$ cat config.mk
export PLATFORM = sky130hd
export DESIGN_NAME = uart_rx_oversampled
export DESIGN_NICKNAME = d
export VERILOG_FILES = /design/src/rtl/uart_pkg.sv /design/src/rtl/uart_rx_tick_gen.sv /design/src/rtl/uart_rx_oversampled.sv
export SDC_FILE = /design/constraint.sdc
export NUM_CORES = 1
export LEC_CHECK = 0
export ABC_AREA = 1
export CAP_MARGIN = 30
export CORE_UTILIZATION = 52
export DETAILED_ROUTE_END_ITERATION = 7
export GPL_TIMING_DRIVEN = 0
export PLACE_DENSITY = 0.85
export RECOVER_POWER = 50
export REMOVE_ABC_BUFFERS = 1
export SLEW_MARGIN = 10
export SYNTH_ARGS = -nofsm -noshare
export SYNTH_HDL_FRONTEND = slang
export SYNTH_SLANG_ARGS = --single-unit
$ cat constraint.sdc
create_clock -name clk -period 1.4 [get_ports clk]
set_input_delay 0.35 -clock clk [delete_from_list [all_inputs] [get_ports clk]]
set_output_delay 0.35 -clock clk [all_outputs]
set_load 0.05 [all_outputs]
$ cat src/rtl/uart_pkg.sv
// rtl/uart_pkg.sv - shared UART types and default timing constants
package uart_pkg;

  typedef enum logic [2:0] {
    IDLE,
    START,
    DATA,
    PARITY,
    STOP,
    BREAK
  } uart_rx_state_t;

  localparam int CLKS_PER_TICK_115200 = 54;
  localparam int OVERSAMPLE           = 16;

endpackage

$ cat src/rtl/uart_rx_tick_gen.sv
// rtl/uart_rx_tick_gen.sv - oversample tick generator, restartable so ticks align to a start edge
module uart_rx_tick_gen #(
  parameter int CLKS_PER_TICK = 54
) (
  input  logic clk,
  input  logic rst,
  input  logic clr,
  output logic tick
);

  localparam int              CW      = $clog2(CLKS_PER_TICK);
  localparam logic [CW-1:0]   LP_TERM = CW'(CLKS_PER_TICK - 1);

  logic [CW-1:0] r_cnt;

  assign tick = (r_cnt == LP_TERM);

  always_ff @(posedge clk or posedge rst) begin
    if (rst) begin
      r_cnt <= '0;
    end else if (clr || tick) begin
      r_cnt <= '0;
    end else begin
      r_cnt <= r_cnt + 1'b1;
    end
  end

endmodule

$ cat src/rtl/uart_rx_oversampled.sv
// rtl/uart_rx_oversampled.sv - 16x oversampled UART receiver; UART_RX_PARITY_EN adds a parity bit and parity_err
module uart_rx_oversampled #(
  parameter int CLKS_PER_TICK = uart_pkg::CLKS_PER_TICK_115200,
  parameter int OVERSAMPLE    = uart_pkg::OVERSAMPLE,
  parameter int DATA_BITS     = 8,
  parameter int PARITY_ODD    = 0
) (
  input  logic                 clk,
  input  logic                 rst,
  input  logic                 rx,
  output logic [DATA_BITS-1:0] rx_data,
  output logic                 rx_valid,
  output logic                 frame_err,
  output logic                 busy
`ifdef UART_RX_PARITY_EN
  ,
  output logic                 parity_err
`endif
);

  import uart_pkg::*;

  if (CLKS_PER_TICK < 2 || OVERSAMPLE < 4 || (OVERSAMPLE % 2) != 0 ||
      DATA_BITS < 5 || DATA_BITS > 9 || PARITY_ODD < 0 || PARITY_ODD > 1) begin : g_bad_params
    $error("uart_rx_oversampled: illegal parameter set");
  end

  localparam int            TW          = $clog2(OVERSAMPLE);
  localparam logic [TW-1:0] LP_MID      = TW'(OVERSAMPLE / 2 - 1);
  localparam logic [TW-1:0] LP_LAST     = TW'(OVERSAMPLE - 1);
  localparam logic [3:0]    LP_LAST_BIT = 4'(DATA_BITS - 1);

  logic [1:0]           r_sync;
  logic                 w_rx_s;
  logic                 w_tick;
  logic                 w_tick_clr;
  logic                 w_bit_end;
  uart_rx_state_t       r_state;
  logic [TW-1:0]        r_tick_cnt;
  logic [3:0]           r_bit_idx;
  logic [DATA_BITS-1:0] r_shift;
`ifdef UART_RX_PARITY_EN
  logic                 r_par_bad;
`endif

  // Sync flops preset to idle-high so reset release never looks like a start edge.
  always_ff @(posedge clk or posedge rst) begin
    if (rst) r_sync <= 2'b11;
    else     r_sync <= {r_sync[0], rx};
  end

  assign w_rx_s     = r_sync[1];
  assign w_tick_clr = (r_state == IDLE) && !w_rx_s;
  assign w_bit_end  = w_tick && (r_tick_cnt == LP_LAST);

  uart_rx_tick_gen #(
    .CLKS_PER_TICK(CLKS_PER_TICK)
  ) u_tick_gen (
    .clk (clk),
    .rst (rst),
    .clr (w_tick_clr),
    .tick(w_tick)
  );

  always_ff @(posedge clk or posedge rst) begin
    if (rst) begin
      r_state    <= IDLE;
      r_tick_cnt <= '0;
      r_bit_idx  <= '0;
      r_shift    <= '0;
      rx_data    <= '0;
      rx_valid   <= 1'b0;
      frame_err  <= 1'b0;
      busy       <= 1'b0;
`ifdef UART_RX_PARITY_EN
      r_par_bad  <= 1'b0;
      parity_err <= 1'b0;
`endif
    end else begin
      rx_valid  <= 1'b0;
      frame_err <= 1'b0;
`ifdef UART_RX_PARITY_EN
      parity_err <= 1'b0;
`endif
      if (w_tick && r_state != IDLE && r_state != BREAK)
        r_tick_cnt <= (r_tick_cnt == LP_LAST) ? '0 : r_tick_cnt + 1'b1;

      case (r_state)
        IDLE: if (!w_rx_s) begin
          r_tick_cnt <= '0;
          busy       <= 1'b1;
          r_state    <= START;
        end
        // Mid-start check rejects glitches shorter than half a bit.
        START: if (w_tick && r_tick_cnt == LP_MID) begin
          r_tick_cnt <= '0;
          if (w_rx_s) begin
            busy    <= 1'b0;
            r_state <= IDLE;
          end else begin
            r_bit_idx <= '0;
            r_state   <= DATA;
          end
        end
        DATA: if (w_bit_end) begin
          r_shift   <= {w_rx_s, r_shift[DATA_BITS-1:1]};
          r_bit_idx <= r_bit_idx + 1'b1;
`ifdef UART_RX_PARITY_EN
          if (r_bit_idx == LP_LAST_BIT) r_state <= PARITY;
`else
          if (r_bit_idx == LP_LAST_BIT) r_state <= STOP;
`endif
        end
`ifdef UART_RX_PARITY_EN
        PARITY: if (w_bit_end) begin
          r_par_bad <= (^r_shift) ^ w_rx_s ^ PARITY_ODD[0];
          r_state   <= STOP;
        end
`endif
        STOP: if (w_bit_end) begin
          if (w_rx_s) begin
            rx_data  <= r_shift;
            rx_valid <= 1'b1;
`ifdef UART_RX_PARITY_EN
            parity_err <= r_par_bad;
`endif
            busy     <= 1'b0;
            r_state  <= IDLE;
          end else begin
            frame_err <= 1'b1;
            r_state   <= BREAK;
          end
        end
        BREAK: if (w_rx_s) begin
          busy    <= 1'b0;
          r_state <= IDLE;
        end
        default: begin
          busy    <= 1'b0;
          r_state <= IDLE;
        end
      endcase
    end
  end

endmodule
# Yosys cells after proc, flatten, opt, wreduce, memory -nomap -nowiden
# Index checks and enable logic that the tools add are counted.
# W data, S select, Z words.
[totals]
register_bits = 38
output_inout_bits = 11
wordCells = 75
inputBits = 3
[op_classes]
n_eq_ne = 16
n_reduce_logical = 15
add_sub_neg = 3
n_bitwise = 1
mux = 30
[ops]
columns = ["cell", "count"]
rows = [
  ["$mux W4", 7],
  ["$mux W3", 7],
  ["$pmux W4 S2", 2],
  ["$pmux W3 S5", 1],
  ["$ne A2 B2 Y1 const B", 7],
  ["$mux W1", 10],
  ["$add A4 B1 Y4 const B", 2],
  ["$eq A4 B3 Y1 const B", 2],
  ["$reduce_and A4 Y1", 2],
  ["$add A6 B1 Y6 const B", 1],
  ["$eq A3 B3 Y1 const B", 2],
  ["$eq A6 B6 Y1 const B", 1],
  ["$mux W6", 1],
  ["$reduce_and A6 Y1", 1],
  ["$logic_and A1 B1 Y1", 5],
  ["$pmux W1 S5", 1],
  ["$eq A4 B4 Y1 const B", 1],
  ["$eq A3 B1 Y1 const B", 1],
  ["$eq A3 B2 Y1 const B", 1],
  ["$logic_not A3 Y1", 1],
  ["$ne A3 B3 Y1 const B", 1],
  ["$reduce_and A3 Y1", 1],
  ["$reduce_bool A3 Y1", 1],
  ["$mux W2", 1],
  ["5 further kinds", 5],
]

# Longest topological paths before layout
# Gate-level depths: netlist of the first run.
[depth]
depth_word = 6
mapped_depth = 11
mapped_depth_nobuf = 11

# By module
# A second synthesis of the first run with hierarchy kept.
[unflattened]
hier_cells = 224
hier_area_um2 = 1905.6
[by_module_without_submodules]
columns = ["module", "cells_per_inst", "seq_area_each_um2", "instances", "area_per_inst_um2"]
rows = [
  ["uart_rx_oversampled", 192, 803.3, 1, 1596.5],
  ["uart_rx_tick_gen", 32, 150.1, 1, 309.0],
]

# Worst setup path after synthesis of the first run
# No wires, ideal clock.
[synth_timing]
path_type = "flip-flop to flip-flop"
start = "register u_tick_gen.r_cnt[1]"
end = "register rx_data[0]"
n_path_buf = 1
t_arrival_ns = 1.350
setup_ns = 0.119
period_less_slack_ns = 1.468
stages_incl_launch_ff = 11
path_slack_ns = -0.068
t_required_ns = 1.281
cell_sequence = "dfrtp_1 -> inv_1 -> ha_1 -> nand3_2 -> nor2_4 -> nand2_4 -> nor2_4 -> nand3_4 -> buf_6 -> nand2_2 -> o21ai_2"
[synth_via]
elab_chain_cells = 3
[synth_lines]
columns = ["item", "line", "rtl"]
rows = [
  ["from (decl)", "uart_rx_tick_gen.sv:14", "logic [CW-1:0] r_cnt;"],
  ["from (signal assigned)", "uart_rx_tick_gen.sv:24", "r_cnt <= r_cnt + 1'b1;"],
  ["$eq A6 B6 Y1", "uart_rx_tick_gen.sv:16", "assign tick = (r_cnt == LP_TERM);"],
  ["$logic_and A1 B1 Y1", "uart_rx_oversampled.sv:54", "assign w_bit_end = w_tick && (r_tick_cnt == LP_LAST);"],
  ["$reduce_and A3 Y1 (no line)", "--", ""],
  ["to (signal assigned)", "uart_rx_oversampled.sv:122", "rx_data <= r_shift;"],
  ["to (decl)", "uart_rx_oversampled.sv:11", "output logic [DATA_BITS-1:0] rx_data,"],
]
# No other way between the ends.
# A chain may end at the register's enable or synchronous reset.

# Final worst setup path of the first run
[layout_timing]
start = "register u_tick_gen.r_cnt[1]"
end = "register rx_data[2]"
# The elaborated chain is that of the path after synthesis.

==> results.md, run 1 <==
* CP required at 1640 ps
* Ports at 14
* Post-synth cell types at 29
* Avg Inst Size Synth at 8.980 sq um
* Skew final at 7.783 ps
* Period utilization at 112.3%
* Post-route minimum period at 1572 ps
* Cell area power density at 730.7 mW/mm^2
* H-tree Lvls at 2
* Worst R2R Setup Slack at -170 ps
* Die Ht at 62.08 um
* Pwr Total at 1655 uW
* RSZ-0062 raised after global routing: true
* GPL Wtd Cong at 0.8785
* Failing checks: negative setup slack
* Core Util, Final at 66.81%
* Drt drc at 0
* Wire length on met3 at 124 um
* Yosys warning count at 0
* Worst Hold Depth at 0
* Root buf cell: clkbuf_4
* Setup_tns at -3188 ps
* Area Growth Syn to Fin at 20.67%
* Reg-to-Reg Start: u_tick_gen.r_cnt[1]$_DFF_PP0_
* Met2 WL post-DR at 1922 um
* HPWL Detailed at 2210 um
* Total GRT Usage at 22.24%
* Clock tree buffer depth at 2
* Max Slew Vio Count at 0
* WL/cell at 12.71 um
* Initial antenna violation count at 0
* Worst r2r path cells at 9
* Max Fanout on Critical Path at 8
* #FFs+latches synth at 38
* First-pass GRT wire length at 6092 um
* Sinks on Clock Net at 38
* Hold Fails Final Rpt at 0
* WS Path Type: flop to flop
* Reg2reg end: rx_data[2]$_DFFE_PP0P_
* Drt pass-1 iters at 4
* CTS Buf Count at 5
* Worst slew margin at 49.21%
* Status: finished, violations left
* Fmax at 0.6362 GHz
* Post-route ant nets at 0
* CTS tree: built
* Starting density of the core at 55.37%
* Global route overflow at 0
* Worst EP arrival at 1820 ps
* Largest net degree at the start of global routing at 39
* P_leak at 0.001110 uW
* Die X at 62.08 um
* Latest clock arrival within the worst-skew pair at 340 ps
* Core ar. at 0.003390 sq mm
* Metal-1 WL at 1522 um
* Final setup fails at 28
* DR iter-0 viols at 67
* Max_cap viols at 0
* VDD IR max at 0.4168 mV
* Port Buf Inserts at 13
* Worst-margin pin slew at 760.7 ps
* Share of layout cells above drive strength 1 at 36.25%
* Routed WL at 3635 um
* Worst hold path type: flop to flop
* Reg clk slew, reported paths at 110 ps
* Mapped Area at 0.001877 sq mm
* Total Nets Final at 247
* Hold EP: r_sync[1]$_DFF_PP1_
* Placed insts at 265
* Site Rows at 21
* Startpoint types: flop
* Post-route setup slack at -171.9 ps
* Post-Place Worst Slack at -240.2 ps
* Post-CTS Hold Buffers at 0
* DR top layer: met4
* Via density at 5.161
* CP endpoint kind: flop
* Count of non-filler cells in the finished layout at 286
* Min-delay src: r_sync[0]$_DFF_PP1_
* Cells after synthesis at 209
* DIE AREA at 0.003853 sq mm
* # diodes at 0
* Via Count at 1,476
* Seq/Total Area, Yosys at 50.80%
* Vias in the first global route at 1,403
[cells in the mapped netlist]
cell type / number / area share, %
inv_1: 18 / 3.6
nand4_1: 1 / 0.33
nor2_1: 20 / 4.0
o21ai_1: 1 / 0.27
nand3_1: 13 / 3.5
nand3_4: 1 / 0.93
nand2_4: 2 / 1.2
nand3_2: 1 / 0.53
nor2_4: 5 / 3.0
buf_4: 1 / 0.40
ha_1: 4 / 2.7
nand2_1: 55 / 11
a21boi_0: 2 / 0.80
o21ai_2: 8 / 3.7
nor3_1: 2 / 0.53
nand2_2: 3 / 1.0
o21ai_0: 15 / 4.0
nand3b_1: 3 / 1.2
or2_2: 1 / 0.33
nor3b_1: 2 / 0.80
dfrtp_1: 36 / 48
xor2_1: 2 / 0.93
dfstp_2: 2 / 2.8
and3_2: 1 / 0.40
nor2_8: 1 / 1.1
buf_6: 2 / 1.2
xnor2_1: 1 / 0.47
a21oi_1: 2 / 0.53
inv_2: 4 / 0.80
[power breakdown]
group	switching [uW]	leakage [uW]	total (uW)	internal [uW]
logic	27.3	0.000577	33.2	5.93
registers	2.43	0.000502	1100	1100
clock network	336	0.0000308	517	180
total	366	0.00111	1650	1290
[per-layer routing]
metal | vias to the layer above | track usage (%)
li1 | 738 | -
met1 | 700 | 27.43
met2 | 30 | 37.99
met5 | - | 0
met4 | 0 | 10.48
met3 | 8 | 3.727
[kinds of logic after synthesis]
family / after synthesis / synth area share, %
buffers and inverters: 25 / 6.000
XOR/XNOR: 3 / 1.400
flip-flops: 38 / 50.80
AO/OA/AOI/OAI: 28 / 9.333
adder cells (fa/ha/maj): 4 / 2.667
AND/OR/NAND/NOR: 111 / 29.80
[through the flow]
step                      hold slack, ps  instance area (sq um)
after floorplan                    345.2                   1847
after global placement             345.5                   2034
after detailed placement           350.4                   2034
after CTS                          365.2                   2153
after global routing               366.3                   2265
final                              363.6                   2265
[worst max-delay path by stage]
| stage | start | end | slack [ps] | cells past startpoint |
|---|---|---|---|---|
| after floorplan | u_tick_gen.r_cnt[1]$_DFF_PP0_ | rx_data[2]$_DFFE_PP0P_ | -70 | 9 |
| after global placement | rst | r_state[0]$_DFFE_PP0P_ | -580 | 2 |
| after detailed placement | u_tick_gen.r_cnt[1]$_DFF_PP0_ | rx_data[5]$_DFFE_PP0P_ | -240 | 9 |
| after CTS | u_tick_gen.r_cnt[1]$_DFF_PP0_ | rx_data[5]$_DFFE_PP0P_ | -190 | 9 |
| after global routing | u_tick_gen.r_cnt[1]$_DFF_PP0_ | r_shift[7]$_DFFE_PP0P_ | -280 | 9 |
| final | u_tick_gen.r_cnt[1]$_DFF_PP0_ | rx_data[2]$_DFFE_PP0P_ | -170 | 9 |
[repair_timing]
item	in CTS	in global routing
endpoints found under the hold margin	0	0
pin swaps	8	16
gates cloned	3	0
resized for setup	70	27
buffers inserted	4	7
setup endpoints to repair	39	32
[flip-flops by register name, indices dropped and copies added (netlist names)]
| signal | flops |
|---|---|
| r_sync | 2 |
| frame_err | 1 |
| busy | 1 |
| u_tick_gen.r_cnt | 6 |
| rx_data | 8 |
| r_shift | 8 |
| r_state | 3 |
| rx_valid | 1 |
| r_tick_cnt | 4 |
| r_bit_idx | 4 |
[cell type report]
| cell class | count | area (sq um) |
|---|---|---|
| clock buffer | 5 | 37.54 |
| clock inverter | 2 | 10.01 |
| fill | 270 | 1125 |
| inverter | 22 | 90.09 |
| multi-input combinational | 149 | 953.4 |
| sequential | 38 | 954.7 |
| tap | 46 | 57.56 |
| timing repair buffer | 24 | 161.4 |
[cell usage in the layout, fill, tap and decap left out, types with 3 or more instances in the layout]
cell / netlist / final
inv_2: 4 / 4
buf_4: 1 / 10
nand2_2: 3 / 14
nand3_4: 1 / 4
nor2_1: 20 / 17
nand2_4: 2 / 3
nand3b_1: 3 / 3
o21ai_1: 1 / 4
nand2_1: 55 / 43
inv_1: 18 / 15
buf_2: 0 / 11
dfrtp_1: 36 / 35
nand3_1: 13 / 12
o21ai_2: 8 / 9
nor2_4: 5 / 8
o21ai_0: 15 / 10
inv_4: 0 / 3
clkbuf_4: 0 / 5
[worst max-delay path: stages, from the launching register on]
cell	delay, ps
dfrtp_1	390
inv_1	70
ha_2	190
nand3_4	80
nor2_4	150
nand2_4	90
nor2_4	160
nand3_4	190
nand2_2	120
o21ai_2	50
Note: power is estimated with default switching activity, not from simulation.
==> run 2: changes to the inputs <==
- ABC_CLOCK_PERIOD_IN_PS: not set -> 1400
==> results of run 2 <==
Final layout, timing and power as in run 1 (identical DEF).
==> run 3: changes to the inputs <==
- CORE_ASPECT_RATIO: not set -> 1.5
==> results.md, run 3 (synthesis gave the netlist of run 1 again) <==
* Status: finished, violations left
* Failing checks: negative setup slack
* First-pass GRT wire length at 6527 um (+7.1%)
* Port Buf Inserts at 13 (unchanged)
* NetSw at 446.2 uW (+22%)
* DR iter-0 viols at 45 (-33%)
* Sequential power share at 48.7% (-18 points)
* Routed WL at 4130 um (+14%)
* Post-route minimum period at 1576 ps (+3.802 ps)
* Met2 WL post-DR at 2341 um (+22%)
* Max_cap viols at 0 (unchanged)
* Starting density of the core at 54.95% (-0.43 points)
* Hold Worst Slack at 364.3 ps (+0.6720 ps)
* WS Path Type: flop to flop
* Worst EP arrival at 1770 ps (-50 ps)
* Most frequent cells in the layout: nand2_1 (46), dfrtp_1 (35), nor2_1 (20)
* Switch share at 19.67% (-2.5 points)
* Clock tree buffer depth at 2 (unchanged)
* Wire length on met3 at 151 um (+22%)
* Clock power frac at 49.9% (+19 points)
* CP required at 1590 ps (-50 ps)
* Post-DP Area at 0.002029 sq mm (-0.25%)
* HPWL Detailed at 2263 um (+2.4%)
* Sinks on Clock Net at 38 (unchanged)
* Via density at 5.337 (+3.4%)
* Latest clock arrival within the worst-skew pair at 310 ps (-30 ps)
* GPL Wtd Cong at 0.8297 (-5.6%)
* Max Slew Vio Count at 0 (unchanged)
* DR top layer: met4
* Worst-margin pin slew at 756.3 ps (-4.343 ps)
* Final instance area at 0.002325 sq mm (+2.7%)
* Internal at 1822 uW (+41%)
* Skew final at 7.306 ps (-0.4777 ps)
* Fmax at 0.6346 GHz (-0.24%)
* WL/cell at 14.49 um (+14%)
* Reg clk slew, reported paths at 80 ps (-30 ps)
* Die X at 51.05 um (-18%)
* CTS tree: built
* Post-route setup slack at -175.7 ps (-3.802 ps)
* Max Fanout on Critical Path at 8 (unchanged)
* CTS Buf Count at 5 (unchanged)
* Total Nets Final at 249 (+0.81%)
* Total GRT Usage at 23.63% (+1.4 points)
* Post-route ant nets at 0 (unchanged)
* Post-CTS Hold Buffers at 0 (unchanged)
* Site Rows at 26 (+24%)
* RSZ-0062 raised after global routing: true
* Worst R2R Setup Slack at -180 ps (about the same)
* VDD IR max at 1.124 mV (+170%)
* Period utilization at 112.6% (+0.27 points)
* Via Count at 1,521 (+3.0%)
* Count of non-filler cells in the finished layout at 285 (-0.35%)
* Cell area power density at 975.6 mW/mm^2 (+34%)
* Core ar. at 0.003416 sq mm (+0.78%)
* Worst hold path type: flop to flop
* Startpoint types: flop
* Root buf cell: clkbuf_8
* CP endpoint kind: flop
* Biggest registers after layout: r_shift x8, rx_data x8, u_tick_gen.r_cnt x6
* Initial antenna violation count at 0 (unchanged)
* Setup_tns at -3825 ps (-636.8 ps)
* Largest net degree at the start of global routing at 39 (unchanged)
* Comb power frac at 1.5% (-0.5 points)
* Hold Fails Final Rpt at 0 (unchanged)
* Area Growth Syn to Fin at 23.87%
* Worst slew margin at 49.50% (+0.29 points)
* Ports at 14 (unchanged)
* Placed insts at 261 (-1.5%)
* H-tree Lvls at 2 (unchanged)
* Drt pass-1 iters at 5 (+1)
* Share of layout cells above drive strength 1 at 33.33% (-2.9 points)
* Metal-1 WL at 1519 um (-0.20%)
* DIE AREA at 0.003858 sq mm (+0.13%)
* Global route overflow at 0 (unchanged)
* Most common cell after layout, fill and taps aside: nand2_1
* Die Ht at 75.58 um (+22%)
* Final setup fails at 29 (+3.6%)
* # diodes at 0 (unchanged)
* Vias in the first global route at 1,509 (+7.6%)
* Drt drc at 0 (unchanged)
* P_leak at 0.001142 uW (+2.9%)
[run 3: changes by cell type in the layout (fill, tap and decap cells not counted), moves of 3 or more]
cell and delta:
clkbuf_4 -5, clkbuf_8 +5, nand2_1 +3, nor2_1 +3
o21ai_0 +3
[run 3: final cells by class]
class                   count  area, sq um
repair buffers             26        188.9
well taps                  42        52.55
flip-flops and latches     38        954.7
clock inverters             3        68.82
inverters                  22        87.58
multi-input cells         149        903.4
fillers                   260         1091
clock buffers               5        68.82
[run 3: critical path, stage by stage (launching register included)]
cell	delay [ps]
dfrtp_1	390
inv_1	60
ha_1	140
nand3_2	100
nor2_4	160
nand2_4	100
nor2_4	190
nand3_4	180
nand2_2	110
o21ai_2	50
[run 3: metrics by stage]
stage / setup slack, ps / power [uW] / util [%]
after floorplan: -66.25 / 1147 / -
after global placement: -581.0 / 1160 / 59.41
after detailed placement: -218.8 / 1160 / 59.41
after CTS: -186.6 / 2273 / 67.80
after global routing: -287.1 / 2322 / 68.06
final: -175.7 / 2268 / 68.06
[run 3: timing repair]
action                                  in CTS  in global routing
setup buffers                                8                  5
gates cloned                                 3                  0
endpoints found under the setup margin      39                 37
pin swaps                                    8                  6
gates resized for setup                     54                 22
[run 3: routing by layer]
metal,vias up,global-route usage [%]
met5,-,0
met4,0,12.35
met3,12,4.790
met2,39,44.01
met1,737,24.77
li1,733,-
[run 3: power groups by stage]
| stage | Sequential (uW) | Clock, uW | Combinational [uW] |
|---|---|---|---|
| floorplan | 1120 | 0 | 22.5 |
| global placement | 1130 | 0 | 34.3 |
| detailed placement | 1130 | 0 | 35.2 |
| CTS | 1100 | 1130 | 35.3 |
| global route | 1100 | 1180 | 39.1 |
| finish | 1100 | 1130 | 32.9 |
[run 3: worst paths after layout]
kind / end / start / cells past startpoint
max: rx_data[0]$_DFFE_PP0P_ / u_tick_gen.r_cnt[1]$_DFF_PP0_ / 9
max in group asynchronous: r_state[2]$_DFFE_PP0P_ / rst / 2
max reg2reg: rx_data[0]$_DFFE_PP0P_ / u_tick_gen.r_cnt[1]$_DFF_PP0_ / 9
min reg2reg: r_sync[1]$_DFF_PP1_ / r_sync[0]$_DFF_PP1_ / 0
min: r_sync[1]$_DFF_PP1_ / r_sync[0]$_DFF_PP1_ / 0
min in group asynchronous: rx_data[7]$_DFFE_PP0P_ / rst / 2
